### config.mk
export PLATFORM = sky130hd
export DESIGN_NAME = fifo_uart_tx_ctrl
export DESIGN_NICKNAME = d
export VERILOG_FILES = /design/src/rtl/uart_pkg.sv /design/src/rtl/uart_baud_cnt.sv /design/src/rtl/fifo_uart_tx_ctrl.sv
export SDC_FILE = /design/constraint.sdc
export NUM_CORES = 1
export LEC_CHECK = 0
export CORE_MARGIN = 3
export CORE_UTILIZATION = 45
export DETAILED_ROUTE_END_ITERATION = 10
export PLACE_DENSITY = 0.77
export SLEW_MARGIN = 20
export SYNTH_ARGS = -nofsm -noshare
export SYNTH_HDL_FRONTEND = slang
export SYNTH_SLANG_ARGS = --single-unit
### constraint.sdc
create_clock -name clk -period 5.1 [get_ports clk]
set_input_delay 1.02 -clock clk [delete_from_list [all_inputs] [get_ports clk]]
set_output_delay 1.02 -clock clk [all_outputs]
set_load 0.05 [all_outputs]
### src/rtl/uart_pkg.sv
// Shared types and constants for the FIFO-fed UART transmitter.
package uart_pkg;

  localparam int unsigned UART_DATA_W = 8;

  typedef enum logic [2:0] {
    IDLE,
    RD_REQ,
    RD_WAIT,
    START,
    DATA,
    STOP
  } tx_state_e;

  function automatic int unsigned baud_div(input int unsigned clk_freq, input int unsigned baud);
    return clk_freq / baud;
  endfunction

endpackage

### src/rtl/uart_baud_cnt.sv
// Per-bit clock counter: runs 0..BAUD_DIV-1 and flags the last and next-to-last count.
module uart_baud_cnt #(
  parameter int unsigned BAUD_DIV = 434
) (
  input  logic clk,
  input  logic rst,
  input  logic clear,
  output logic bit_end,
  output logic bit_pre_end
);

  localparam int unsigned CW = (BAUD_DIV > 1) ? $clog2(BAUD_DIV) : 1;
  localparam logic [CW-1:0] LAST = CW'(BAUD_DIV - 1);
  localparam logic [CW-1:0] PRE  = CW'(BAUD_DIV - 2);

  logic [CW-1:0] cnt_q, cnt_d;

  always_comb begin
    cnt_d = cnt_q + CW'(1);
    if (clear || (cnt_q == LAST)) begin
      cnt_d = '0;
    end
  end

  always_ff @(posedge clk or posedge rst) begin
    if (rst) begin
      cnt_q <= '0;
    end else begin
      cnt_q <= cnt_d;
    end
  end

  assign bit_end     = (cnt_q == LAST);
  // Lets the parent register tx_done so it lands on the final STOP cycle.
  assign bit_pre_end = (cnt_q == PRE);

endmodule

### src/rtl/fifo_uart_tx_ctrl.sv
// Pops bytes from a standard-mode FIFO and serialises each as a UART 8N1 frame.
module fifo_uart_tx_ctrl
  import uart_pkg::*;
#(
  parameter int unsigned CLK_FREQ  = 50_000_000,
  parameter int unsigned BAUD_RATE = 115200,
  parameter int unsigned BAUD_DIV  = baud_div(CLK_FREQ, BAUD_RATE)
) (
  input  logic                   clk,
  input  logic                   rst,
  input  logic                   tx_en,
  input  logic                   fifo_empty,
  input  logic                   fifo_rd_rst_busy,
  input  logic [UART_DATA_W-1:0] fifo_dout,
  output logic                   fifo_rd_en,
  output logic                   uart_tx,
  output logic                   tx_done,
  output logic                   busy
);

  tx_state_e              state_q, state_d;
  logic [UART_DATA_W-1:0] shift_q, shift_d;
  logic [2:0]             idx_q, idx_d;
  logic                   uart_tx_q, uart_tx_d;
  logic                   rd_en_q, rd_en_d;
  logic                   done_q, done_d;
  logic                   busy_q, busy_d;
  logic                   cnt_clear, bit_end, bit_pre_end;

  assign cnt_clear = (state_q == IDLE) || (state_q == RD_REQ) || (state_q == RD_WAIT);

  uart_baud_cnt #(
    .BAUD_DIV(BAUD_DIV)
  ) u_baud_cnt (
    .clk        (clk),
    .rst        (rst),
    .clear      (cnt_clear),
    .bit_end    (bit_end),
    .bit_pre_end(bit_pre_end)
  );

  always_ff @(posedge clk or posedge rst) begin
    if (rst) begin
      state_q   <= IDLE;
      shift_q   <= '0;
      idx_q     <= '0;
      uart_tx_q <= 1'b1;
      rd_en_q   <= 1'b0;
      done_q    <= 1'b0;
      busy_q    <= 1'b0;
    end else begin
      state_q   <= state_d;
      shift_q   <= shift_d;
      idx_q     <= idx_d;
      uart_tx_q <= uart_tx_d;
      rd_en_q   <= rd_en_d;
      done_q    <= done_d;
      busy_q    <= busy_d;
    end
  end

  always_comb begin
    state_d = state_q;
    case (state_q)
      IDLE:    if (tx_en && !fifo_empty && !fifo_rd_rst_busy) state_d = RD_REQ;
      RD_REQ:  state_d = RD_WAIT;
      RD_WAIT: state_d = START;
      START:   if (bit_end) state_d = DATA;
      DATA:    if (bit_end && (idx_q == 3'd7)) state_d = STOP;
      STOP:    if (bit_end) state_d = IDLE;
      default: state_d = IDLE;
    endcase
  end

  always_comb begin
    shift_d = shift_q;
    idx_d   = idx_q;
    case (state_q)
      RD_WAIT: shift_d = fifo_dout;
      START:   idx_d = '0;
      DATA: begin
        if (bit_end) begin
          shift_d = shift_q >> 1;
          idx_d   = idx_q + 3'd1;
        end
      end
      default: ;
    endcase
  end

  // Outputs are decoded from the next state so the registered pins change on state entry.
  always_comb begin
    uart_tx_d = 1'b1;
    rd_en_d   = 1'b0;
    busy_d    = (state_d != IDLE);
    done_d    = (state_q == STOP) && bit_pre_end;
    case (state_d)
      RD_REQ:  rd_en_d   = 1'b1;
      START:   uart_tx_d = 1'b0;
      DATA:    uart_tx_d = shift_d[0];
      default: ;
    endcase
  end

  assign uart_tx    = uart_tx_q;
  assign fifo_rd_en = rd_en_q;
  assign tx_done    = done_q;
  assign busy       = busy_q;

endmodule

==> Word-level counts from Yosys, hierarchy flattened <==
Index checks and enable logic that the tools add are counted.
{ "totals": {"output_inout_bits": 4, "in_bits": 13, "register_bits": 27, "wordCells": 50} }
{ "op_classes": {"reduce_logical": 15, "n_eq_ne": 12, "n_addsub": 2, "n_mux": 12} }
{ "ops": {"columns": ["operator", "count"], "rows": [
  ["9-bit equality test (second input constant)", 2],
  ["3-bit case mux with 6 select lines", 1],
  ["8-bit case mux with 2 select lines", 1],
  ["3-bit two-way mux", 5],
  ["3-bit equality test (second input constant)", 4],
  ["9-bit by 1-bit adder with 9-bit output (second input constant)", 1],
  ["3-bit by 2-bit equality test with 1-bit output (second input constant)", 3],
  ["9-bit two-way mux", 1],
  ["8-bit two-way mux", 1],
  ["3-bit by 1-bit equality test with 1-bit output (second input constant)", 2],
  ["3-bit case mux with 2 select lines", 1],
  ["1-bit logical AND", 4],
  ["2-bit AND reduction", 2],
  ["2-bit nonzero test", 2],
  ["3-bit by 1-bit adder with 3-bit output (second input constant)", 1],
  ["3-bit logical NOT", 1],
  ["1-bit logical OR", 3],
  ["3-bit nonzero test", 1],
  ["1-bit logical NOT", 2],
  ["2-bit != test (second input constant)", 1],
  ["1-bit case mux with 2 select lines", 1],
  ["1-bit two-way mux", 1]
]} }

==> Depth between registers and ports, before layout <==
{ "logic_depth": {"depth_word": 7, "depth_mapped": 8, "ltp_nobuf": 7} }

==> By module <==
Synthesis repeated with hierarchy kept, for this count alone.
{ "unflattened": {"cells_unflattened": 133, "area_unflattened_um2": 1382.6} }
{ "modules_own_cells": {"columns": ["module", "cells_per_inst", "seq_area_each_um2", "n_inst", "area_per_inst_um2"], "rows": [
  ["fifo_uart_tx_ctrl", 84, 451.7, 1, 884.6],
  ["uart_baud_cnt", 49, 225.2, 1, 498.0]
]} }

==> Worst setup path before layout <==
No wires, ideal clock.
{ "synth_timing": {"path_kind": "input to register", "start": "input port tx_en", "end": "register uart_tx_q (netlist: uart_tx)", "stages": 5, "arrival_time_ns": 1.878, "required_ns": 5.019, "setup_ns": 0.081, "n_path_buf": 0, "path_slack_ns": 3.141, "path_cell_list": "nor3b_1 > o21a_1 > a311o_1 > o31ai_2 > nand2_1"} }
{ "synth_via": {"elab_chain_cells": 6, "elab_cells_between_ends": 7, "classes_between": "eq/ne (2); mux (3); reduce/logical (2)"} }
{ "synth_lines": {"columns": ["item", "line_no", "text"], "rows": [
  ["from (decl)", "fifo_uart_tx_ctrl.sv:11", "input logic tx_en,"],
  ["1-bit logical AND (*) (2 in series)", "fifo_uart_tx_ctrl.sv:65", "IDLE: if (tx_en && !fifo_empty && !fifo_rd_rst_busy) state_d = RD_REQ;"],
  ["3-bit two-way mux (*)", "fifo_uart_tx_ctrl.sv:65", null],
  ["3-bit case mux with 6 select lines (*)", "fifo_uart_tx_ctrl.sv:64", "case (state_q)"],
  ["via state_d[0]", "fifo_uart_tx_ctrl.sv:21", "tx_state_e state_q, state_d;"],
  ["3-bit equality test / 3-bit by 2-bit equality test with 1-bit output (equally long branches)", "fifo_uart_tx_ctrl.sv:97", "case (state_d)"],
  ["1-bit case mux with 2 select lines (*)", "fifo_uart_tx_ctrl.sv:97", null],
  ["via uart_tx_d", "fifo_uart_tx_ctrl.sv:24", "logic uart_tx_q, uart_tx_d;"],
  ["to (signal assigned)", "fifo_uart_tx_ctrl.sv:55", "uart_tx_q <= uart_tx_d;"],
  ["to (decl)", "fifo_uart_tx_ctrl.sv:24", null]
]} }
Mark *: on every way through the listed nets, which the timed path passes. The rest lies on a longest branch.
A chain may end at the register's enable or synchronous reset.

==> Worst setup path after layout <==
{ "layout_timing": {"start": "register uart_tx_q (netlist: uart_tx)", "end": "output port uart_tx"} }
{ "layout_rtl": {"columns": ["item", "line_no", "text"], "rows": [
  ["to (decl)", "fifo_uart_tx_ctrl.sv:16", "output logic uart_tx,"]
]} }
No word-level cell between the ends.

==> metrics <==
Buf+Inv Stages, Crit Path 1; Core ar. 2880 um2; Total Routing Usage GR 15.8%; Nets 175; share of cells above drive strength 1 9.62%; number of buffers created by CTS 3; average via count per standard cell 5.39; final core occ 56.0%; post-CTS sizing 0; FILL cells 254; overall power 519 uW; ys flop type dfrtp_1; hold_ws 0.501 ns; total negative slack 0 ns; Final period util 52.4%; Psw 166 uW; multi-input logic area 663 um2; status complete, no violations; CTS sink cnt 27; # DRC 0; syn_area_per_cell 9.97 um2; #FFs+latches synth 27; Slowest cell on crit path clkdlybuf4s50_1; Cell Chain, Critical Path clkdlybuf4s50_1; cell-internal power 353 uW; Setup crit start kind flip-flop; largest net degree at the start of global routing 28; # setup viols final 0; Cell Area, Synth 1420 um2; layout overhead on the synthesized area 13.8%; final WL 2720 um; ys async rst share 100%; clock share of power 17.3%; Post-Syn Instances 142; ranking of synthesized cells by area dfrtp_1, nand2_1, ha_1; Clock Path Buffers 2; Ports 17; number of global-route vias before repair 1004; Compound-Gate Fraction of Synth Area 13.6%; Comb pwr share 22.6%; Setup Skew 0.0120 ns; I/O Buffers 16; Least-Margin Pin Slew 0.954 ns; Initial Utilization 49.2%; grt total ovfl 0; largest family of logic cells by synthesized area simple AND/OR/NAND/NOR gates; mux cell area share after synthesis 0%; switching share of power 32.0%; relative slew slack 36.0%; HP Class flip-flop to flip-flop; cell with the most instances after synthesis dfrtp_1; XOR/XNOR share of the synthesized area 4.33%; fin crit period 2.67 ns; Top delay family on crit path buffers and inverters; Max Fclk 374 MHz; clock transition at the registers of the reported paths 0.14 ns; Synth Area in Simple Gates 24.5%; # rows 19; antenna violations before repair 0; H-tree depth 1; post-synthesis sequential area ratio 47.8%; Crit path required time 4.08 ns; number of iterations in the first detailed-routing pass 4; antenna-violating nets left 0; Max VDD drop 211 uV; Pleak 0.704 nW; die height 62.1 um; Post-synth EDFFs 0; Cell Pwr Density 322 nW/um2; hold buffer count at cts 0; CTS root buffer clkbuf_4; via count 1067; Post-synth top cells dfrtp_1, nand2_1, nor2_1, a22oi_1; Yosys top cell area share 46.0%; biggest area consumer among synthesized cells dfrtp_1; MaxCap Viol Count 0; WP data arrival 1.65 ns; RSZ-0062 raised after global routing false; register area 677 um2; Fin. Hold Viols 0; routed len/inst 13.7 um; number of antenna diodes 0; Die ar. 3850 um2; register share of total power 60.1%; Die W 62.1 um; syn nets 160; HPWL after DPL 2000 um; Placer Congestion 0.814; maximum fanout along the worst path 1; fin. max-slew vios 0; critical path class flip-flop to primary output; CP Capture Type primary output; Crit path largest cell delay 0.79 ns; Post-CTS Setup Inserts 0; clock insertion delay at the later pin of the skew report 0.32 ns; adder-cell share of the synthesized area 4.42%; initial drt markers 77; Synth cell types 41; Yosys warning total 0; first-pass GRT wire length 4460 um; TritonCTS clock tree done
state kept, by name, summed over array words and instances (netlist names):
name              flops
u_baud_cnt.cnt_q      9
shift_q               8
idx_q                 3
state_q               3
busy                  1
fifo_rd_en            1
tx_done               1
uart_tx               1
cells by family (layout without fill, tap and decap cells):
family | count (synthesis) | in the layout
AND/OR/NAND/NOR | 66 | 66
flip-flops | 27 | 27
AO/OA/AOI/OAI | 24 | 24
buffers and inverters | 13 | 27
XOR/XNOR | 7 | 7
adder cells (fa/ha/maj) | 5 | 5
final cells by class:
cell class,instances,share of cell area [%]
sequential,27,42.0
multi-input combinational,102,41.2
timing repair buffer,17,10.4
tap,42,3.26
clock buffer,3,1.40
inverter,6,1.40
clock inverter,1,0.311
path summary, 6_finish.rpt:
kind	startpoint	slack, ns	depth (start not counted)	endpoint
min in group asynchronous	rst	1.08	2	shift_q[4]$_DFFE_PP0P_
max in group asynchronous	rst	3.57	2	u_baud_cnt.cnt_q[4]$_DFF_PP0_
setup reg to reg	state_q[2]$_DFF_PP0_	3.11	5	uart_tx$_DFF_PP1_
hold reg to reg	shift_q[3]$_DFFE_PP0P_	0.50	2	shift_q[3]$_DFFE_PP0P_
setup / recovery	uart_tx$_DFF_PP1_	2.43	1	uart_tx
hold / removal	shift_q[3]$_DFFE_PP0P_	0.50	2	shift_q[3]$_DFFE_PP0P_
power groups by stage:
| stage | clock network [mW] | registers [mW] | logic [mW] |
|---|---|---|---|
| 4_1_cts | 0.0945 | 0.311 | 0.120 |
| 3_5_place_dp | 0 | 0.315 | 0.119 |
| 2_1_floorplan | 0 | 0.301 | 0.0932 |
| 5_1_grt | 0.104 | 0.320 | 0.136 |
| 6_report | 0.0897 | 0.312 | 0.118 |
| 3_3_place_gp | 0 | 0.310 | 0.112 |
worst reg2reg max path: stages, from the launching register on:
cell and delay (ns):
dfrtp_1 0.63, nor3b_2 0.39, and3_1 0.43, o311ai_4 0.14
o31ai_2 0.26, nand2_1 0.08
cell usage in the layout, fill, tap and decap left out, drive strengths merged, types with 5 or more instances in the layout:
master | Yosys | final
xor2 | 6 | 6
nand2 | 21 | 21
nor2 | 15 | 15
inv | 6 | 5
clkdlybuf4s50 | 0 | 16
a22oi | 7 | 7
dfrtp | 26 | 26
ha | 5 | 5
nand3 | 6 | 6
routing by layer:
metal | track usage, % | routed length [um]
met5 | 0 | 0
met4 | 3.94 | 17
met3 | 3.93 | 87
met2 | 28.6 | 1420
met1 | 18.6 | 1190
per-stage QoR:
| step | instance area (um2) | setup slack, ns | std cells |
|---|---|---|---|
| floorplan | 1420 | 3.14 | 142 |
| global placement | 1580 | 2.71 | 194 |
| detailed placement | 1580 | 2.61 | 194 |
| CTS | 1610 | 2.41 | 198 |
| global route | 1610 | 2.38 | 198 |
| finish | 1610 | 2.43 | 198 |
Power figures use the tool's default switching activity.
==> variant (same flow settings) <==
`CLK_FREQ`: 50_000_000 -> 200_000_000.
--- a/src/rtl/fifo_uart_tx_ctrl.sv
+++ b/src/rtl/fifo_uart_tx_ctrl.sv
@@ -4,3 +4,3 @@
 #(
-  parameter int unsigned CLK_FREQ  = 50_000_000,
+  parameter int unsigned CLK_FREQ  = 200_000_000,
   parameter int unsigned BAUD_RATE = 115200,
Function: no difference found for any inputs over 10 cycles, from zero or initial values and one cycle with rst high; that may be too few to reach the edited logic, so the function may still have changed.
==> variant against the original RTL <==
Final area is 7.3% higher. Power up 20%. Die area is 5.4% higher. Worst setup slack better by 0.0044 ns. Sequential cell count is 2 higher. Synthesized area is 6.0% higher. Global-route usage increased by 1.1 points. Register-to-register slack worse by 0.04 ns. Final cell count increased by 1.5%. Routed wire length increased by 4.7%. Critical path type unchanged. Critical endpoint unchanged.
==> variant: results (changes against the original RTL) <==
Worst hold path
  – Hold WC Path Type: register to register
  – Hold path start: shift_q[4]$_DFFE_PP0P_

Logic synthesis
  – Synth Instances: 139 (-2.1%)
  – Ys flop type: dfrtp_1
  – Top cells by area, synth: dfrtp_1, nor2_1, nand4bb_4
  – Asr flop ratio synth: 100% (unchanged)
  – Synth cell count leaders: dfrtp_1, nor2_1, nand2_1, a21o_1, nand3_1
  – Syn. warnings: 0 (unchanged)
  – Seq/Total Area, Yosys: 48.5% (+0.62 points)
  – Count of cell types in the netlist: 43 (+4.9%)
  – Syn_nets: 156 (-2.5%)

Pwr
  – Clock group share of total power: 21.1% (+3.8 points)
  – Static leakage: 0.794 nW (+13%)
  – Sw Share: 32.3% (+0.30 points)
  – Power share of the sequential group: 55.5% (-4.6 points)
  – VDD IR max: 0.000240 V (+14%)

CTS
  – Cts bufs inserted: 5 (+2)
  – Post-CTS Setup Bufs: 0 (unchanged)
  – H-tree Lvls: 2 (+1)
  – Clk pin slew, worst setup/hold paths: 0.09 ns (-0.05 ns)
  – Clk Latency, worst-skew pair: 0.33 ns
  – CTS max path bufs: 2 (unchanged)
  – Post-CTS sizing: 0 (unchanged)
  – Root Buffer: clkbuf_4

Layout
  – Share of cells above drive strength 1: 11.5% (+1.8 points)
  – Post-layout nets: 173 (-1.1%)
  – Fill cells: 281 (+11%)
  – Antenna diodes: 0 (unchanged)
  – Fin cells: 201 (+1.5%)
  – Largest registers: u_baud_cnt.cnt_q x11, shift_q x8

Placement
  – Dpl cells: 193 (-0.52%)
  – # port buffers: 16 (unchanged)
  – Placed cell area: 1680 um^2 (+5.9%)
  – Hpwl dp: 2080 um (+4.2%)
  – Placer Congestion: 0.842 (+3.5%)

Worst setup path
  – Critical path origin: uart_tx$_DFF_PP1_
  – Crit path DAT: 1.65 ns (about the same)
  – Worst stage delay on the critical path: 0.79 ns (about the same)
  – CP Max Fanout: 1 (unchanged)
  – Max stage delay cell, worst path: clkdlybuf4s50_1
  – FF-to-FF Start: state_q[0]$_DFF_PP0_
  – Crit path max-delay family: buffers and inverters

STA
  – Final clock skew: 0.0126 ns (+0.000557 ns)
  – Slew Limit Fails: 0 (unchanged)
  – Setup TNS: 0 ns (unchanged)
  – Worst slew pin tran: 0.862 ns (-0.0912 ns)

Global routing
  – GR Util All Layers: 16.9% (+1.1 points)
  – First-pass GRT wire length: 5200 um (+17%)
  – Initial antenna violation count: 0 (unchanged)
  – Largest net degree at the start of global routing: 30 (+7.1%)

Route
  – Iter 0 DRT Violations: 71 (-7.8%)
  – Via count: 1066 (-0.094%)
  – WL per Instance: 14.2 um (+3.1%)

Status
  – Status: finished clean

Flow run
  – Max cap viols: 0 (unchanged)
-- variant: changes by cell type in the layout (fill, tap and decap cells not counted), sizes merged, moves of 3 or more --
cell,change
a21o,+7
a22o,+6
a22oi,-5
clkbuf,+3
nand2,-8
nor4,+4
xnor2,+5
xor2,-4
-- variant: worst paths after layout --
check,to,slack [ns],depth (start not counted)
worst min register to register,shift_q[4]$_DFFE_PP0P_,0.49,1
min in group asynchronous,shift_q[5]$_DFFE_PP0P_,1.06,2
worst max register to register,idx_q[0]$_DFFE_PP0P_,3.07,4
worst min-delay path,shift_q[4]$_DFFE_PP0P_,0.49,1
worst max-delay path,uart_tx,2.43,1
max in group asynchronous,tx_done$_DFF_PP0_,3.64,2
-- variant: final cells by class --
cell class | count | area (um^2) | share of cell area (%)
Timing Repair Buffer | 16 | 160 | 9.27
Tap cell | 44 | 55.1 | 3.19
Clock buffer | 6 | 41.3 | 2.39
Inverter | 6 | 22.5 | 1.30
Multi-Input combinational cell | 98 | 712 | 41.2
Clock inverter | 2 | 10.0 | 0.579
Sequential cell | 29 | 727 | 42.1
-- variant: cell families after synthesis --
logic type	after synthesis	synth area share (%)
compound gates	29	15.1
xor+xnor	8	4.67
fa+ha+maj	4	3.34
buf+inv	12	4.09
flops	29	48.5
mux	1	0.667
simple gates	56	23.7
-- variant: routing by layer --
layer	wire length [um]	share of wire [%]	track usage, %
met3	111	3.9	5.10
met4	84	2.9	10.5
met1	1280	45	19.8
met5	0	0	0
met2	1370	48	27.1
-- variant: stage by stage --
stage | setup slack, ns | hold slack [ns] | power, mW
after CTS | 2.41 | 0.489 | 0.630
after detailed placement | 2.74 | 0.466 | 0.495
after global routing | 2.38 | 0.512 | 0.669
final | 2.43 | 0.491 | 0.621
after floorplan | 3.42 | 0.450 | 0.449
after global placement | 2.78 | 0.461 | 0.479
